File: src/rtl/mvm_pkg.sv
// mvm_pkg: shared constants, element type and feeder states for the 3x3 matrix-vector multiplier
package mvm_pkg;
    localparam int MAT_SCALE = 3;
    localparam int INPUT_WIDTH = 8;
    localparam int OUTPUT_WIDTH = 2 * INPUT_WIDTH + $clog2(MAT_SCALE);
    localparam int FRAME_LEN = MAT_SCALE * MAT_SCALE + MAT_SCALE;
    typedef logic signed [INPUT_WIDTH-1:0] elem_t;
    typedef enum logic [2:0] {IDLE, START, STREAM, WAIT, DRAIN} feeder_state_t;
endpackage

File: src/rtl/feeder_buf.sv
// feeder_buf: frame register file, one synchronous write port and one combinational read port
//   clk: clock; we/waddr/wdata: write port; raddr/rdata: read port
module feeder_buf #(
    parameter int DEPTH = mvm_pkg::FRAME_LEN,
    parameter int WIDTH = mvm_pkg::INPUT_WIDTH,
    parameter int AW = $clog2(DEPTH)
) (
    input  logic             clk,
    input  logic             we,
    input  logic [AW-1:0]    waddr,
    input  logic [WIDTH-1:0] wdata,
    input  logic [AW-1:0]    raddr,
    output logic [WIDTH-1:0] rdata
);
    logic [WIDTH-1:0] mem [DEPTH];
    always_ff @(posedge clk)
        if (we) mem[waddr] <= wdata;
    assign rdata = mem[raddr];
endmodule

File: src/rtl/mvm_feeder.sv
// mvm_feeder: buffers an A/x frame from a valid/ready stream and streams it into the multiplier
//   clk, reset (async, active-low)
//   in_data/in_valid/in_ready: upstream element stream
//   mvm_start/mvm_data: launch pulse and element stream to the multiplier
//   mvm_done: multiplier done pulse; busy: FSM not idle
module mvm_feeder
    import mvm_pkg::*;
#(
    parameter int MAT_SCALE = mvm_pkg::MAT_SCALE,
    parameter int INPUT_WIDTH = mvm_pkg::INPUT_WIDTH
) (
    input  logic                   clk,
    input  logic                   reset,
    input  logic [INPUT_WIDTH-1:0] in_data,
    input  logic                   in_valid,
    output logic                   in_ready,
    output logic                   mvm_start,
    output logic [INPUT_WIDTH-1:0] mvm_data,
    input  logic                   mvm_done,
    output logic                   busy
);
    localparam int FRAME_LEN = MAT_SCALE * MAT_SCALE + MAT_SCALE;
    localparam int ADDR_W = $clog2(FRAME_LEN);
    localparam logic [ADDR_W-1:0] FULL = ADDR_W'(FRAME_LEN);
    localparam logic [ADDR_W-1:0] LAST = ADDR_W'(FRAME_LEN - 1);
    localparam logic [ADDR_W-1:0] DLAST = ADDR_W'(MAT_SCALE - 1);
    feeder_state_t state;
    logic [ADDR_W-1:0] fill, rd_ptr, drain_cnt;
    logic [INPUT_WIDTH-1:0] rd_data;
    logic xfer, last_beat;
    assign in_ready = fill < FULL && state != START && state != STREAM;
    assign xfer = in_valid && in_ready;
    assign last_beat = state == STREAM && rd_ptr == LAST;
    assign mvm_start = state == START;
    assign mvm_data = state == STREAM ? rd_data : '0;
    assign busy = state != IDLE;
    feeder_buf #(.DEPTH(FRAME_LEN), .WIDTH(INPUT_WIDTH), .AW(ADDR_W)) u_buf (
        .clk  (clk),
        .we   (xfer),
        .waddr(fill),
        .wdata(in_data),
        .raddr(rd_ptr),
        .rdata(rd_data)
    );
    always_ff @(posedge clk or negedge reset) begin
        if (!reset) begin
            state <= IDLE;
            fill <= '0;
            rd_ptr <= '0;
            drain_cnt <= '0;
        end else begin
            fill <= last_beat ? '0 : fill + ADDR_W'(xfer);
            case (state)
                // the beat that fills the buffer launches on the very next cycle
                IDLE: if (fill == FULL || (xfer && fill == LAST)) state <= START;
                START: begin
                    rd_ptr <= '0;
                    state <= STREAM;
                end
                STREAM: begin
                    rd_ptr <= last_beat ? '0 : rd_ptr + 1'b1;
                    if (last_beat) state <= WAIT;
                end
                WAIT: if (mvm_done) begin
                    drain_cnt <= '0;
                    state <= DRAIN;
                end
                DRAIN: begin
                    drain_cnt <= drain_cnt + 1'b1;
                    if (drain_cnt == DLAST) state <= IDLE;
                end
                default: state <= IDLE;
            endcase
        end
    end
endmodule

File: config.mk
export PLATFORM = sky130hd
export DESIGN_NAME = mvm_feeder
export DESIGN_NICKNAME = d
export VERILOG_FILES = /design/src/rtl/mvm_pkg.sv /design/src/rtl/feeder_buf.sv /design/src/rtl/mvm_feeder.sv
export SDC_FILE = /design/constraint.sdc
export NUM_CORES = 1
export LEC_CHECK = 0
export ABC_AREA = 1
export CORE_ASPECT_RATIO = 1.4
export CORE_UTILIZATION = 30
export CTS_CLUSTER_DIAMETER = 120
export DETAILED_ROUTE_END_ITERATION = 10
export SLEW_MARGIN = 20
export SYNTH_ARGS = -nofsm -noshare
export SYNTH_HDL_FRONTEND = slang
export SYNTH_HIERARCHICAL = 1
export SYNTH_SLANG_ARGS = --single-unit
File: constraint.sdc
create_clock -name clk -period 6.7 [get_ports clk]
set_clock_uncertainty 0.2 [all_clocks]
set_input_delay 1.005 -clock clk [delete_from_list [all_inputs] [get_ports clk]]
set_output_delay 1.005 -clock clk [all_outputs]
set_load 0.02 [all_outputs]
==> impl_metrics.yaml, run 1 <==
outcome:
  outcome: "finished, final reports clean"
setup_path:
  r2r_start: "state[0]"
  cpMostUsedCell: "nand3_1"
  reg2reg_slack_ps: 3670
  worstPathRequired_ps: 5490
  ff2ff_path_depth: 6
  crit_arrival_ps: 3060
  path_class: "flip-flop to output pin"
  path_buf_inv: 4
  path_cells: "buf_4 -> inv_6 -> nand2_1 -> nand3_1 -> nand3_1 -> nand3_1 -> nand2_1 -> inv_1 -> nor2_1 -> clkdlybuf4s50_1"
  critPathMaxStageDelay_ps: 740
  path_max_fanout: 44
  cp_slowest_cell: "dfrtp_1"
  critPathCaptureType: "output pin"
  r2r_end: "u_buf/mem[6][0]"
  critPathTopFamily: "buffers and inverters"
  crit_path_start_kind: "flip-flop"
drt:
  first_pass_iters: 5
  met3WireLength_um: 509
  dr_total_vias: 3361
  viasPerCell: 4.73
  met2_wirelength_um: 5860
  drt-total-wl_um: 10900
  wl_per_cell_um: 15.4
  first_iter_violations: 234
  route.top_layer_used: "met4"
  drc: 0
  antenna_left: 0
  wl_met1_um: 4310
hold_path:
  hold_path.class: "flip-flop to flip-flop"
  hold_path_depth: 2
  hold_end: "drain_cnt[1]"
  hp-start: "drain_cnt[1]"
place:
  gp_congestion: 0.833
  pre_cts_ws_ps: 2810
  port_buffers: 22
  place_hpwl_um: 7360
timing:
  hold_viol: 0
  finalCritPeriodShare_pct: 63.7
  slew_viol_final: 0
  finalSetupViolations: 0
  max_slew_margin_pct: 27.6
  clock.fmax_ghz: 0.234
  setup_slack_ps: 2430
  fin_setup_tns_ps: 0
  rsz0062_at_grt: "false"
  worst_slew_pin_slew_ps: 1080
  period_needed_ps: 4270
power_and_ir_drop:
  powerDensity_nw_per_um2: 409
  vdd_drop_max_mv: 0.196
  power_leakage_nw: 2.30
  totalPowerFinal_mw: 2.31
grt:
  overflow: 0
  track_usage_pct: 13.5
  antenna_found_initial: 0
  grt_pass1_vias: 3328
  grt_max_degree: 45
  grt_first_pass_wirelength_um: 17600
floorplan:
  initial_utilization_pct: 30.9
  io_pins: 23
  die_h_um: 155
  rows: 55
  die_area_um2: 17300
  die_w_um: 111
  core_um2: 16200
yosys:
  netlist_area_um2: 5020
  ys_ff_latch: 111
  netlist_instances: 489
  ys.warnings.count: 6
  synth-xor-area-share_pct: 1.05
  yosys.area_share.adder_pct: 1.25
  synth_fp_nets: 506
  synth_top_family_by_area: "simple AND/OR/NAND/NOR gates"
  synth-compound-area-share_pct: 3.84
  ys_seq_area_share_pct: 64.9
  yosysUniqueCellTypes: 27
  synth-simple-area-share_pct: 19.7
  synthMuxAreaShare_pct: 0
  syn_area_per_cell_um2: 10.3
final_layout:
  diodes: 0
  syn_to_final_growth_pct: 12.8
  nets: 523
  drive_gt1_share_pct: 5.87
  fill_cells: 1630
clocking:
  clk_path_buf_depth: 2
  htreeDepth: 3
  cts_root_buffer: "clkbuf_16"
  postCtsSetupBuffers: 0
  cts_tree: "yes"
  cts_resized: 0
  numCtsBuffers: 9
  clkTransAtPathRegs_ps: 70
  insertion_delay_ps: 350
  cts_hold_buffers: 0
  cts_sinks: 111
run:
  maxCapViolations: 0
==> worst max-delay path by stage <==
stage                   start          end  slack (ps)  cells past startpoint
floorplan           rd_ptr[0]  mvm_data[3]        4120                      9
global placement    rd_ptr[0]  mvm_data[2]        2840                     10
finish              rd_ptr[0]  mvm_data[2]        2430                     10
global route        rd_ptr[0]  mvm_data[6]        2210                     10
detailed placement  rd_ptr[0]  mvm_data[0]        2810                     10
CTS                 rd_ptr[0]  mvm_data[0]        2430                     10
==> worst register-to-register path, cell delays in order (launching register included) <==
cell	delay (ps)
dfrtp_1	440
nor2_2	80
nand2_2	250
inv_2	140
nor3b_1	510
nand3_1	190
nor2_1	850
==> flip-flops by register name (all words and copies together), names as in the netlist <==
name / count
u_buf/mem: 96
drain_cnt: 4
fill: 4
rd_ptr: 4
state: 3
==> through the flow <==
stage,hold slack (ps),area (um2),util (%),cells
after floorplan,310,5020,-,489
after global placement,353,5350,32.9,694
after detailed placement,369,5350,32.9,694
after CTS,385,5660,34.8,710
after global routing,415,5660,34.8,710
final,381,5660,34.8,710
==> cells by family (layout without fill, tap and decap cells) <==
kind of cell,count (synthesis),count (layout)
AND/OR/NAND/NOR,232,232
XOR/XNOR,6,6
buffers and inverters,98,120
AO/OA/AOI/OAI,37,37
flip-flops,111,111
adder cells (fa/ha/maj),5,5
==> area by class of cell <==
| class | count | area, um2 | area share, % |
|---|---|---|---|
| clock buffer | 11 | 233 | 4.11 |
| multi-input combinational | 280 | 1300 | 22.9 |
| tap | 199 | 249 | 4.40 |
| clock inverter | 5 | 81.3 | 1.44 |
| inverter | 80 | 305 | 5.39 |
| timing repair buffer | 24 | 235 | 4.16 |
| sequential | 111 | 3260 | 57.6 |
==> placed cells by master, fill, tap and decap left out, types with 5 or more instances in the layout <==
cell type	count
nand3_1	60
a21oi_1	5
o21ai_1	12
ha_1	5
o21ai_0	16
inv_1	75
nor2_1	44
edfxtp_1	96
dfrtp_1	15
nand2_1	114
clkbuf_16	9
clkdlybuf4s50_1	22
==> per-layer routing <==
layer	vias to the layer above	GRT usage, %
met4	0	5.79
li1	1627	-
met3	19	2.26
met5	-	0
met2	92	24.9
met1	1623	15.2
==> synthesized netlist by cell type <==
library cell	n	area share, %
nor3_1	2	0.20
nor3b_1	2	0.30
xnor2_1	3	0.52
nand3_2	1	0.20
dfrtp_1	15	7.5
nand2_2	4	0.50
edfxtp_1	96	57
nor2_2	3	0.37
nor2_4	1	0.22
a21oi_1	5	0.50
o22ai_1	3	0.37
o21ai_1	12	1.2
nor2_1	44	3.3
xor2_1	3	0.52
clkbuf_1	1	0.075
buf_2	3	0.30
nand3_1	60	6.0
buf_4	5	0.75
buf_6	9	2.0
inv_2	4	0.30
a22o_1	1	0.17
inv_1	75	5.6
nand4_1	1	0.12
ha_1	5	1.2
o21ai_0	16	1.6
nand2_1	114	8.5
inv_6	1	0.17
==> report_power, final <==
group / switching, mW / internal (mW)
Clock: 0.234 / 0.329
Sequential: 0.0865 / 0.844
Combinational: 0.534 / 0.286
Total: 0.855 / 1.46
(Power assumes the default switching activity.)
==> inputs of run 2 (changes only) <==
==> constraint.sdc (replaced) <==
create_clock -name clk -period 4.23 [get_ports clk]
set_clock_uncertainty 0.2 [all_clocks]
set_input_delay 0.6345 -clock clk [delete_from_list [all_inputs] [get_ports clk]]
set_output_delay 0.6345 -clock clk [all_outputs]
set_load 0.02 [all_outputs]
==> impl_metrics.yaml, run 2 (same netlist as run 1, synthesis figures left out) <==
drt:
  antenna_left: 0
  first_pass_iters: 4
  drc: 0
  wl_per_cell_um: 15.3
  drt-total-wl_um: 11000
  first_iter_violations: 246
  dr_total_vias: 3373
  viasPerCell: 4.72
floorplan:
  die_w_um: 111
  core_um2: 16200
  die_h_um: 155
  die_area_um2: 17300
  io_pins: 23
  rows: 55
  initial_utilization_pct: 30.9
clocking:
  cts_sinks: 111
  htreeDepth: 3
  cts_resized: 0
  clk_path_buf_depth: 2
  cts_root_buffer: "clkbuf_16"
  numCtsBuffers: 9
  cts_hold_buffers: 0
  cts_tree: "yes"
  insertion_delay_ps: 340
  clkTransAtPathRegs_ps: 70
  postCtsSetupBuffers: 0
final_layout:
  largest_reg_flops: 96
  mostFrequentLayoutCell: "nand2_1"
  diodes: 0
  largest_register: "u_buf/mem"
  fill_cells: 1578
  fin_area_um2: 5680
  syn_to_final_growth_pct: 13.2
  nets: 528
  layout_common_cells: "nand2_1, edfxtp_1, inv_1"
  drive_gt1_share_pct: 6.78
  stdcell_count: 715
hold_path:
  hold_path.class: "flip-flop to flip-flop"
  hold_path_depth: 2
place:
  port_buffers: 22
  place_hpwl_um: 7070
  gp_congestion: 0.782
  postPlaceCellArea_um2: 5380
  place_inst: 699
grt:
  grt_pass1_vias: 3436
  grt_first_pass_wirelength_um: 17600
  grt_max_degree: 57
  track_usage_pct: 13.4
  antenna_found_initial: 0
  overflow: 0
setup_path:
  critPathCaptureType: "output pin"
  ff2ff_path_depth: 6
  path_max_fanout: 56
  worstPathRequired_ps: 3400
  path_class: "flip-flop to output pin"
  crit_path_start_kind: "flip-flop"
  crit_arrival_ps: 2620
run:
  maxCapViolations: 0
timing:
  period_needed_ps: 3460
  finalCritPeriodShare_pct: 81.8
  clock.fmax_ghz: 0.289
  rsz0062_at_grt: "false"
  max_slew_margin_pct: 34.6
  timing.hold.ws_ps: 370
  worst_slew_pin_slew_ps: 977
  finalSetupViolations: 0
  slew_viol_final: 0
  fin_setup_tns_ps: 0
  hold_viol: 0
power_and_ir_drop:
  power_leakage_nw: 2.32
  vdd_drop_max_mv: 0.304
  powerDensity_nw_per_um2: 643
  totalPowerFinal_mw: 3.65
outcome:
  outcome: "finished, final reports clean"
run 2: worst paths after layout:
check,to,slack [ps],startpoint
setup / recovery,mvm_data[4],770,rd_ptr[0]
hold / removal,drain_cnt[3],370,drain_cnt[3]
setup reg to reg,u_buf/mem[1][4],1220,state[0]
hold reg to reg,drain_cnt[3],370,drain_cnt[3]
max in group asynchronous,fill[2],2870,reset
min in group asynchronous,drain_cnt[1],510,reset
run 2: critical path, cell delays in order (launching register included):
cell             delay [ps]
dfrtp_1                 410
buf_4                   510
nand2_1                 110
nand2_1                  90
nand2_1                  40
nand3_1                  80
nand3_1                 110
nand2_1                  90
inv_1                    60
nor2_1                  120
clkdlybuf4s50_1         620
run 2: area by class of cell:
cell class	count	area (um2)	share of cell area, %
well taps	199	249	4.38
clock inverters	6	68.8	1.21
repair buffers	29	273	4.80
inverters	80	305	5.37
clock buffers	10	229	4.03
multi-input cells	280	1300	22.8
flip-flops and latches	111	3260	57.4
run 2: metrics by stage:
stage | setup slack [ps] | utilization [%]
floorplan | 2020 | -
global placement | 1130 | 33.1
detailed placement | 1080 | 33.1
CTS | 775 | 35.0
global route | 574 | 35.0
finish | 771 | 35.0
run 2: routing by layer:
layer | routed length [um] | GRT usage (%) | vias to the layer above
li1 | - | - | 1636
met5 | 0 | 0 | -
met2 | 5930 | 24.8 | 85
met1 | 4240 | 15.1 | 1640
met4 | 186 | 6.11 | 0
met3 | 591 | 2.18 | 12
run 2: power by group:
part	switching, mW	leakage, nW	internal (mW)	total, mW
combinational	0.897	1.12	0.459	1.36
clock	0.380	0.145	0.464	0.844
sequential	0.119	1.06	1.34	1.45
total	1.40	2.32	2.26	3.65
==> inputs of run 3 (changes only) <==
==> constraint.sdc (replaced) <==
create_clock -name clk -period 3.2 [get_ports clk]
set_clock_uncertainty 0.2 [all_clocks]
set_input_delay 0.48 -clock clk [delete_from_list [all_inputs] [get_ports clk]]
set_output_delay 0.48 -clock clk [all_outputs]
set_load 0.02 [all_outputs]
==> impl_metrics.yaml, run 3 (same netlist as run 1, synthesis figures left out) <==
outcome:
  outcome: "finished, final reports clean"
setup_path:
  path_buf_inv: 3
  crit_path_start_kind: "flip-flop"
  crit_arrival_ps: 2360
  critPathTopFamily: "buffers and inverters"
  worstPathRequired_ps: 2520
  cp_slowest_cell: "clkdlybuf4s50_1"
  path_class: "flip-flop to output pin"
  path_max_fanout: 32
  critPathMaxStageDelay_ps: 630
  critPathCaptureType: "output pin"
  cpMostUsedCell: "nand3_1"
  path_cells: "buf_6 -> nand2_1 -> nand3_1 -> nand3_1 -> nand3_1 -> nand2_1 -> inv_1 -> nor2_1 -> clkdlybuf4s50_1"
power_and_ir_drop:
  net-switching-power_mw: 1.83
  p_comb_share_pct: 38.9
  vdd_drop_max_mv: 0.435
  pwr-share-clk_pct: 21.6
  seqPwrFrac_pct: 39.5
  power_leakage_nw: 2.37
  power.internal_mw: 2.96
  swShare_pct: 38.3
  powerDensity_nw_per_um2: 832
clocking:
  cts_sinks: 111
  clkTransAtPathRegs_ps: 70
  cts_root_buffer: "clkbuf_16"
  insertion_delay_ps: 340
  numCtsBuffers: 9
  cts_hold_buffers: 0
  cts_resized: 0
  clk_path_buf_depth: 2
  htreeDepth: 3
  postCtsSetupBuffers: 0
  cts_tree: "yes"
floorplan:
  rows: 55
  die_w_um: 111
  io_pins: 23
  core_um2: 16200
  die_h_um: 155
  initial_utilization_pct: 30.9
  die_area_um2: 17300
timing:
  worst_slew_pin_slew_ps: 689
  max_slew_margin_pct: 53.9
  slew_viol_final: 0
  setup_slack_ps: 159
  finalCritPeriodShare_pct: 95.0
  timing.hold.ws_ps: 349
  finalSetupViolations: 0
  rsz0062_at_grt: "false"
  period_needed_ps: 3040
  hold_viol: 0
  clock.fmax_ghz: 0.329
  fin_setup_tns_ps: 0
grt:
  grt_max_degree: 45
  track_usage_pct: 12.9
  grt_pass1_vias: 3323
  antenna_found_initial: 0
  overflow: 0
  grt_first_pass_wirelength_um: 17000
final_layout:
  nets: 539
  drive_gt1_share_pct: 8.92
  diodes: 0
  stdcell_count: 726
  layout_common_cells: "nand2_1, edfxtp_1, inv_1"
  final_util_pct: 35.4
  syn_to_final_growth_pct: 14.7
  fill_cells: 1602
  largest_register: "u_buf/mem"
  mostFrequentLayoutCell: "nand2_1"
  largest_reg_flops: 96
place:
  place_inst: 710
  gp_congestion: 0.755
  port_buffers: 22
  place_hpwl_um: 7120
  pre_cts_ws_ps: 415
drt:
  first_pass_iters: 4
  first_iter_violations: 171
  drc: 0
  viasPerCell: 4.61
  drt-total-wl_um: 10500
  wl_per_cell_um: 14.5
  antenna_left: 0
  dr_total_vias: 3347
run:
  maxCapViolations: 0
hold_path:
  hold_path.class: "input port to async pin"
run 3: per-layer routing:
layer | vias to the layer above | part of all wire, % | global-route usage [%]
li1 | 1660 | - | -
met1 | 1602 | 40 | 14.8
met2 | 70 | 53 | 23.5
met3 | 15 | 4.4 | 2.34
met4 | 0 | 2.2 | 5.41
met5 | - | 0 | 0
run 3: final cells by class:
class / count / area (um2) / area share (%)
repair buffers: 40 / 367 / 6.37
clock buffers: 9 / 225 / 3.91
well taps: 199 / 249 / 4.33
multi-input cells: 280 / 1300 / 22.5
flip-flops and latches: 111 / 3260 / 56.6
clock inverters: 7 / 47.5 / 0.826
inverters: 80 / 310 / 5.39
run 3: final timing paths:
check | start | to | slack (ps) | cells past startpoint
min in group clk | state[2] | state[0] | 380 | 3
setup reg to reg | state[0] | u_buf/mem[3][4] | 700 | 7
setup / recovery | rd_ptr[0] | mvm_data[6] | 160 | 9
max in group asynchronous | reset | rd_ptr[0] | 1970 | 1
hold reg to reg | state[2] | state[0] | 380 | 3
hold / removal | reset | state[2] | 350 | 1
run 3: power by group through the flow:
stage / registers (mW) / logic (mW) / clock network, mW
2_1_floorplan: 1.89 / 1.37 / 0
3_3_place_gp: 1.90 / 1.85 / 0
3_5_place_dp: 1.91 / 1.87 / 0
4_1_cts: 1.88 / 1.88 / 1.05
5_1_grt: 1.91 / 2.10 / 1.11
6_report: 1.89 / 1.86 / 1.04
run 3: per-stage QoR:
stage          cell area (um2)  power (mW)
2_1_floorplan             5020        3.26
3_3_place_gp              5470        3.75
3_5_place_dp              5470        3.78
4_1_cts                   5740        4.81
5_1_grt                   5760        5.12
6_report                  5760        4.79
